$ cat src/rtl/c2sif_arb_bridge.sv
// c2sif_arb_bridge: N_CH four-phase req/ack channels, synchronised and arbitrated
// round-robin onto one valid/ready command port, with a response timeout.
module c2sif_arb_bridge #(
   parameter int  N_CH        = 4,
   parameter int  DATA_SIZE   = 4,
   parameter int  TIMEOUT_CYC = 1024,
   parameter int  SYNC_STAGES = 2,
   localparam int CH_W        = (N_CH > 1) ? $clog2(N_CH) : 1
) (
   input  logic                          clk,
   input  logic                          rst_n,
   input  logic [N_CH-1:0]               ch_req,
   output logic [N_CH-1:0]               ch_ack,
   input  logic [N_CH*32-1:0]            ch_id,
   input  logic [N_CH*32-1:0]            ch_fn,
   input  logic [N_CH*32-1:0]            ch_addr,
   input  logic [N_CH*DATA_SIZE*32-1:0]  ch_data,
   output logic [N_CH*32-1:0]            ch_ret,
   output logic                          cmd_valid,
   input  logic                          cmd_ready,
   output logic [CH_W-1:0]               cmd_ch,
   output logic [31:0]                   cmd_id,
   output logic [31:0]                   cmd_fn,
   output logic [31:0]                   cmd_addr,
   output logic [DATA_SIZE*32-1:0]       cmd_data,
   input  logic                          rsp_valid,
   input  logic signed [31:0]            rsp_ret,
   output logic                          timeout_pulse,
   output logic                          busy
);
   localparam int DW    = DATA_SIZE * 32;
   localparam int CNT_W = (TIMEOUT_CYC > 1) ? $clog2(TIMEOUT_CYC) : 1;
   localparam logic [CNT_W-1:0] CNT_LAST = (TIMEOUT_CYC > 0) ? CNT_W'(TIMEOUT_CYC - 1) : '0;
   localparam bit   TO_EN = (TIMEOUT_CYC != 0);

   typedef enum logic [1:0] {IDLE, CMD, WAIT, ACK} state_t;

   state_t                 state_q, state_d;
   logic [CH_W-1:0]        rr_q, rr_d;
   logic [CH_W-1:0]        sel_q, sel_d;
   logic [31:0]            id_q, id_d, fn_q, fn_d, addr_q, addr_d;
   logic [DW-1:0]          data_q, data_d;
   logic [CNT_W-1:0]       cnt_q, cnt_d;
   logic [N_CH-1:0]        ack_q, ack_d;
   logic                   pulse_q, pulse_d;
   logic [31:0]            ret_q [N_CH];
   logic [31:0]            ret_d [N_CH];
   logic [SYNC_STAGES-1:0] sync_q [N_CH];
   logic [SYNC_STAGES-1:0] sync_d [N_CH];
   logic [N_CH-1:0]        req_s;

   generate
      for (genvar gi = 0; gi < N_CH; gi++) begin : g_ch
         assign sync_d[gi]          = {sync_q[gi][SYNC_STAGES-2:0], ch_req[gi]};
         assign req_s[gi]           = sync_q[gi][SYNC_STAGES-1];
         assign ch_ret[gi*32 +: 32] = ret_q[gi];
      end
   endgenerate

   always_ff @(posedge clk or negedge rst_n) begin
      if (!rst_n) begin
         for (int c = 0; c < N_CH; c++) sync_q[c] <= '0;
      end else begin
         sync_q <= sync_d;
      end
   end

   // Round-robin scan: first requester at or above rr_q, wrapping; acked channels are skipped.
   logic            grant_found;
   logic [CH_W-1:0] grant_idx;
   logic [CH_W:0]   scan_sum;

   always_comb begin
      grant_found = 1'b0;
      grant_idx   = '0;
      scan_sum    = '0;
      for (int i = 0; i < N_CH; i++) begin
         scan_sum = {1'b0, rr_q} + (CH_W+1)'(i);
         if (scan_sum >= (CH_W+1)'(N_CH)) scan_sum = scan_sum - (CH_W+1)'(N_CH);
         if (!grant_found && req_s[scan_sum[CH_W-1:0]] && !ack_q[scan_sum[CH_W-1:0]]) begin
            grant_found = 1'b1;
            grant_idx   = scan_sum[CH_W-1:0];
         end
      end
   end

   always_comb begin
      state_d = state_q;
      rr_d    = rr_q;
      sel_d   = sel_q;
      id_d    = id_q;
      fn_d    = fn_q;
      addr_d  = addr_q;
      data_d  = data_q;
      cnt_d   = cnt_q;
      ack_d   = ack_q;
      ret_d   = ret_q;
      pulse_d = 1'b0;
      case (state_q)
         IDLE: begin
            if (grant_found) begin
               sel_d   = grant_idx;
               id_d    = ch_id[grant_idx*32 +: 32];
               fn_d    = ch_fn[grant_idx*32 +: 32];
               addr_d  = ch_addr[grant_idx*32 +: 32];
               data_d  = ch_data[grant_idx*DW +: DW];
               rr_d    = (grant_idx == CH_W'(N_CH - 1)) ? '0 : grant_idx + CH_W'(1);
               state_d = CMD;
            end
         end
         CMD: begin
            if (cmd_ready) begin
               cnt_d   = '0;
               state_d = WAIT;
            end
         end
         WAIT: begin
            cnt_d = cnt_q + CNT_W'(1);
            // A response arriving on the timeout cycle takes priority over the timeout.
            if (rsp_valid) begin
               ret_d[sel_q] = rsp_ret;
               ack_d[sel_q] = 1'b1;
               state_d      = ACK;
            end else if (TO_EN && cnt_q == CNT_LAST) begin
               ret_d[sel_q] = 32'hFFFF_FFFF;
               ack_d[sel_q] = 1'b1;
               pulse_d      = 1'b1;
               state_d      = ACK;
            end
         end
         ACK: begin
            if (!req_s[sel_q]) begin
               ack_d[sel_q] = 1'b0;
               state_d      = IDLE;
            end
         end
         default: state_d = IDLE;
      endcase
   end

   always_ff @(posedge clk or negedge rst_n) begin
      if (!rst_n) begin
         state_q <= IDLE;
         rr_q    <= '0;
         sel_q   <= '0;
         id_q    <= '0;
         fn_q    <= '0;
         addr_q  <= '0;
         data_q  <= '0;
         cnt_q   <= '0;
         ack_q   <= '0;
         pulse_q <= 1'b0;
         for (int c = 0; c < N_CH; c++) ret_q[c] <= '0;
      end else begin
         state_q <= state_d;
         rr_q    <= rr_d;
         sel_q   <= sel_d;
         id_q    <= id_d;
         fn_q    <= fn_d;
         addr_q  <= addr_d;
         data_q  <= data_d;
         cnt_q   <= cnt_d;
         ack_q   <= ack_d;
         pulse_q <= pulse_d;
         ret_q   <= ret_d;
      end
   end

   assign ch_ack        = ack_q;
   assign cmd_valid     = (state_q == CMD);
   assign cmd_ch        = sel_q;
   assign cmd_id        = id_q;
   assign cmd_fn        = fn_q;
   assign cmd_addr      = addr_q;
   assign cmd_data      = data_q;
   assign timeout_pulse = pulse_q;
   assign busy          = (state_q != IDLE);
endmodule
$ cat config.mk
export PLATFORM = sky130hd
export DESIGN_NAME = c2sif_arb_bridge
export DESIGN_NICKNAME = d
export VERILOG_FILES = /design/src/rtl/c2sif_arb_bridge.sv
export SDC_FILE = /design/constraint.sdc
export NUM_CORES = 1
export LEC_CHECK = 0
export CORE_AREA = 5 5 502 504
export DETAILED_ROUTE_END_ITERATION = 7
export DIE_AREA = 0 0 507 509
export PLACE_DENSITY = 0.3
export RECOVER_POWER = 25
export SLEW_MARGIN = 5
export SYNTH_ARGS = -nofsm -noshare
export SYNTH_HDL_FRONTEND = slang
export SYNTH_SLANG_ARGS = --single-unit
export TNS_END_PERCENT = 10
$ cat constraint.sdc
create_clock -name clk -period 1.7 [get_ports clk]
set_input_delay 0.255 -clock clk [delete_from_list [all_inputs] [get_ports clk]]
set_output_delay 0.255 -clock clk [all_outputs]
set_load 0.1 [all_outputs]
# [Word level (Yosys, flattened, before mapping)]
# Cells that the tools add are included.
[op_classes] shift=4 muxes=53 n_mul=0 reduce_logical=26 eq_ne=9 n_bitwise=5 div=0 n_addsub=9 magnitude_cmp=12
[ops] cell="512-bit by 10-bit variable part select with 128-bit output" n=1
[ops] cell="128-bit by 8-bit variable part select with 32-bit output" n=3
[ops] cell="128-bit 2-to-1 mux" n=2
[ops] cell="128-bit bitwise mux" n=1
[ops] cell="128-bit OR" n=1
[ops] cell="32-bit demux with 2-bit select" n=1
[ops] cell="32-bit 2-to-1 mux" n=1
[ops] cell="2-bit 2-to-1 mux" n=14
[ops] cell="10-bit case mux with 2 select lines" n=1
[ops] cell="1-bit binary-select mux with 2-bit select" n=9
[ops] cell="1-bit 2-to-1 mux" n=17
[ops] cell="2-bit by 3-bit < comparator with 1-bit output, second input constant" n=5
[ops] cell="3-bit >= comparator, second input constant" n=4
[ops] cell="4-bit 2-to-1 mux" n=3
[ops] cell="10-bit by 1-bit adder with 10-bit output, second input constant" n=1
[ops] cell="10-bit equality test, second input constant" n=1
[ops] cell="10-bit 2-to-1 mux" n=1
[ops] cell="1-bit logical AND" n=9
[ops] cell="2-bit case mux with 4 select lines" n=1
[ops] cell="4-bit case mux with 2 select lines" n=1
[ops] cell="2-bit nonzero test" n=4
[ops] cell="2-bit by 1-bit subtractor with 2-bit output, second input constant" n=4
[ops] cell="1-bit zero test" n=7
[ops] cell="2-bit by 2-bit adder with 3-bit output, second input constant" n=2
[ops] cell="other kinds (19)" n=24
[totals] romBits=0 output_inout_bits=361 n_memories=0 wordCells=136 ramBits=0 latchBits=0 regBits=381 input_bits=936

# [Depth between registers and ports, before layout]
[logic_depth] depth_word=21 depth_mapped=9 ltp_nobuf=7

# [Least setup slack after synthesis]
# OpenSTA, ideal clock, no wires.
[synth_timing] path_type="register to register" start="register sel_q[0], in the netlist cmd_ch[0]" end="register with a tool-made name" path_slack_ns=-0.868 period_less_slack_ns=2.568 stages_incl_launch_ff=7 setup_time_ns=0.089 arrival_ns=2.479 cell_sequence="dfrtp_1 -> buf_2 -> mux4_2 -> and2_1 -> nor3_4 -> a31oi_1 -> a41oi_1"
[synth_lines] item="start: declaration" line_no="40" source="logic [CH_W-1:0] sel_q, sel_d;"
[synth_lines] item="start signal: assignment" line_no="157" source="sel_q <= sel_d;"

==> flow_summary.rst <==
.. list-table::
   :header-rows: 1

   * - Metric
     - Value
   * - Endpoints failing setup
     - 435
   * - Die outline height
     - 509 um
   * - Final hold violation count
     - 0
   * - Class of the tightest hold or removal check
     - input port to register
   * - # rows
     - 183
   * - Slew HR
     - 0.317
   * - Post-layout util
     - 0.193
   * - Ys Warns
     - 0
   * - Power density relative to cell area
     - 2350 nW/um2
   * - Crit path kind
     - register to register
   * - Starting density of the core
     - 0.0840
   * - Vias post-DR
     - 21000
   * - Path depth of the worst reg2reg path
     - 8
   * - Synthesized instance count
     - 1687
   * - Number of DRC violations after detailed-routing iteration 0
     - 847
   * - Commonest register cell after synthesis
     - dfrtp_1
   * - Total I/O pin count
     - 1297
   * - Worst clock skew
     - 0.0756 ns
   * - First-pass GRT wire length
     - 232 mm
   * - Violations in the final reports
     - setup timing
   * - Max Transition Viols Final
     - 0
   * - Unrepaired setup endpoints after global routing
     - yes
   * - Startpoint class of the critical path
     - register
   * - Run status
     - complete, but fails checks
   * - Weighted congestion reported at the end of routability-driven placement
     - 0.829
   * - Portion of netlist area occupied by mux cells
     - 0.287
   * - Initial antenna violation count
     - 60
   * - Clock-pin slew of the registers on the worst-case setup and hold paths
     - 0.06 ns
   * - Synthesis-stage register bit count
     - 381
   * - Total number of H-tree levels
     - 2
   * - Endpoint required time on the critical path
     - 2.21 ns
   * - Fraction of the mapped netlist area in compound gates
     - 0.133
   * - Syn Nets
     - 2628
   * - Max capacitance violation total
     - 0
   * - Number of global-route vias before repair
     - 23300
   * - Slew at the pin closest to its max-slew limit
     - 1.02 ns
   * - Share of synthesized flip-flops with an asynchronous set or reset
     - 1.00
   * - Final worst hold slack
     - 0.244 ns
   * - Worst EP arrival
     - 2.98 ns
   * - Count of cells along the worst hold path
     - 3
   * - Final routed wire length divided by cell count
     - 27.6 um
   * - Via-per-instance ratio
     - 3.22
   * - Total die area
     - 258000 um2
   * - Clock tree root buffer cell
     - clkbuf_16
   * - Mapped cell area
     - 20800 um2
   * - LEAKAGE
     - 18.7 nW
   * - Maximum clock path buffer count
     - 3
   * - Inserted Clock Buffers
     - 55
   * - Smallest setup slack after layout
     - -0.777 ns
   * - Final nets
     - 4183
   * - Largest net degree at the start of global routing
     - 49
   * - CP Capture Type
     - register
   * - Aggregate routed wire length
     - 181 mm
   * - Detailed Place HPWL
     - 150 mm
   * - Largest family of logic cells by synthesized area
     - multiplexers
   * - Xor-xnor portion of the synthesized cell area
     - 0.00253
   * - Worst vdd rail ir drop
     - 1.54 mV
   * - Final period util
     - 1.46
   * - Layout cells sized above 1
     - 0.389
   * - Insertion delay of the later-clocked pin in the worst-skew pair
     - 0.71 ns
   * - Number of DRC violations after detailed routing
     - 0
   * - Core area
     - 247000 um2
   * - Layout overhead on the synthesized area
     - 130%
   * - Count of input and output buffers
     - 1296
   * - TritonCTS Sinks
     - 381
   * - Post-synthesis area per instance
     - 12.3 um2
   * - Post-Synth Adder-Cell Area
     - 0.00301
   * - Number of iterations in the first detailed-routing pass
     - 5
   * - Number of flops mapped to enable cells by yosys
     - 0
   * - Achievable clock frequency
     - 404 MHz
   * - Gr usage total
     - 0.134
   * - Number of nets with antenna violations after routing
     - 0
   * - Critical-path maximum fanout
     - 24
   * - Simple logic cell fraction of the synthesized area
     - 0.0673
   * - CTS tree
     - built
   * - Time the final worst path needs with I/O delays and setup
     - 2.48 ns
   * - Floorplan die width
     - 507 um
   * - Number of distinct library cells after synthesis
     - 45
   * - Seq/Total Area, Yosys
     - 0.459
   * - Total global routing overflow
     - 0
routing by layer:
metal	GRT usage	up-vias	share of wire
li1	-	9522	-
met1	0.154	10200	0.39
met2	0.217	1009	0.46
met3	0.0711	198	0.12
met4	0.0327	78	0.025
met5	0.00630	-	0.0039
logic make-up after synthesis:
group / Yosys count
buffers and inverters: 148
adders and majority gates: 5
xor gates and xnor gates: 6
DFF: 381
and+or+nand+nor: 317
AOI/OAI and AO/OA: 252
muxes: 578
per-stage QoR:
| stage | cells | power, mW | area [um2] | TNS [ns] | setup WS (ns) |
|---|---|---|---|---|---|
| after floorplan | 1687 | 60.1 | 21000 | -118.64 | -0.432 |
| after global placement | 6365 | 95.8 | 43300 | -216.17 | -1.12 |
| after detailed placement | 6365 | 95.5 | 43300 | -219.78 | -1.16 |
| after CTS | 6509 | 113 | 46800 | -210.08 | -0.773 |
| after global routing | 6530 | 117 | 47700 | -240.20 | -0.797 |
| final | 6537 | 112 | 47700 | -182.74 | -0.777 |
repair_timing:
action / 4_1_cts / 5_1_grt
setup endpoints to repair: 469 / 455
gates cloned: 10 / 7
hold buffers: 5 / 0
buffers inserted: 32 / 9
pin swaps: 18 / 21
gates resized for setup: 201 / 190
endpoints found under the hold margin: 344 / 0
placed cells by master, fill, tap and decap left out, types with 3 or more instances in the layout:
cell and instances:
a21oi_1 6, a31oi_1 5, buf_12 408, buf_16 21, buf_4 208, buf_6 34, buf_8 11, bufbuf_16 3
bufinv_16 7, clkbuf_1 13, clkbuf_16 61, clkbuf_2 5, clkbuf_8 14, clkdlybuf4s50_1 930, clkinv_16 3, clkinv_2 10
dfrtp_1 319, dfrtp_2 57, dfrtp_4 5, diode_2 15, dlygate4sd3_1 9, inv_1 3, mux2_2 128, mux2i_1 294
mux2i_2 107, mux2i_4 48, nand2_1 238, nand2_2 3, nand2b_1 35, nand3_1 3, nor2_1 10, nor2b_4 3
o21ai_0 6, o221ai_1 111, o221ai_2 113, xor2_1 3
report_power, final:
group          switching [mW]  internal (mW)  leakage, nW
logic                    49.3           31.1         13.1
registers                5.45           13.5         4.59
clock network            5.19           7.63        0.970
total                    60.0           52.2         18.7
critical path, cell delays in order (launching register included):
cell and delay [ns]:
dfrtp_4 0.46, and2b_2 0.26, nor2_2 0.06, a211oi_4 0.23, buf_6 0.17, buf_16 0.18
buf_16 0.26, mux2i_1 0.39, o221ai_2 0.16
cells in the mapped netlist, types with 4 or more instances:
| master | number | area share |
|---|---|---|
| buf_2 | 48 | 0.012 |
| a21oi_1 | 7 | 0.0017 |
| nor2_1 | 12 | 0.0022 |
| ha_1 | 5 | 0.0030 |
| buf_6 | 46 | 0.025 |
| mux2i_1 | 449 | 0.22 |
| clkbuf_1 | 37 | 0.0067 |
| nand2b_1 | 36 | 0.011 |
| o221ai_1 | 124 | 0.052 |
| o21ai_0 | 6 | 0.0014 |
| dfrtp_1 | 381 | 0.46 |
| a31oi_1 | 6 | 0.0018 |
| mux2_2 | 128 | 0.069 |
| nand2_1 | 243 | 0.044 |
| o221ai_2 | 100 | 0.072 |
| nand3_1 | 4 | 0.00096 |
| inv_1 | 6 | 0.0011 |
| buf_4 | 11 | 0.0040 |
registers in the layout (all words and copies together), names as in the netlist, named ones only:
signal         cells
timeout_pulse      1
cmd_fn            32
cmd_addr          32
rr_q               2
sync_d             4
cnt_q             10
cmd_data         128
ch_ret           128
req_s              4
state_q            2
cmd_id            32
cmd_ch             2
layout make-up:
| class | instances | area, um2 |
|---|---|---|
| multi-input combinational | 1158 | 11500 |
| inverter | 6 | 26.3 |
| antenna | 15 | 37.5 |
| sequential | 381 | 9620 |
| fill | 26900 | 200000 |
| clock inverter | 22 | 368 |
| clock buffer | 78 | 1600 |
| timing repair buffer | 1640 | 20500 |
| tap | 3237 | 4050 |
path summary, 6_finish.rpt:
| path | start | to | slack [ns] |
|---|---|---|---|
| worst max-delay path | register | cmd_data[42] | -0.78 |
| worst min-delay path | ch_fn[73] | cmd_fn[9] | 0.24 |
| worst max register to register | register | cmd_data[42] | -0.78 |
| worst min register to register | sync_d[1] | req_s[3] | 0.35 |
| max in group asynchronous | rst_n | cmd_data[93] | -0.09 |
| min in group asynchronous | rst_n | cmd_addr[22] | 0.32 |
Power figures use the tool's default switching activity.
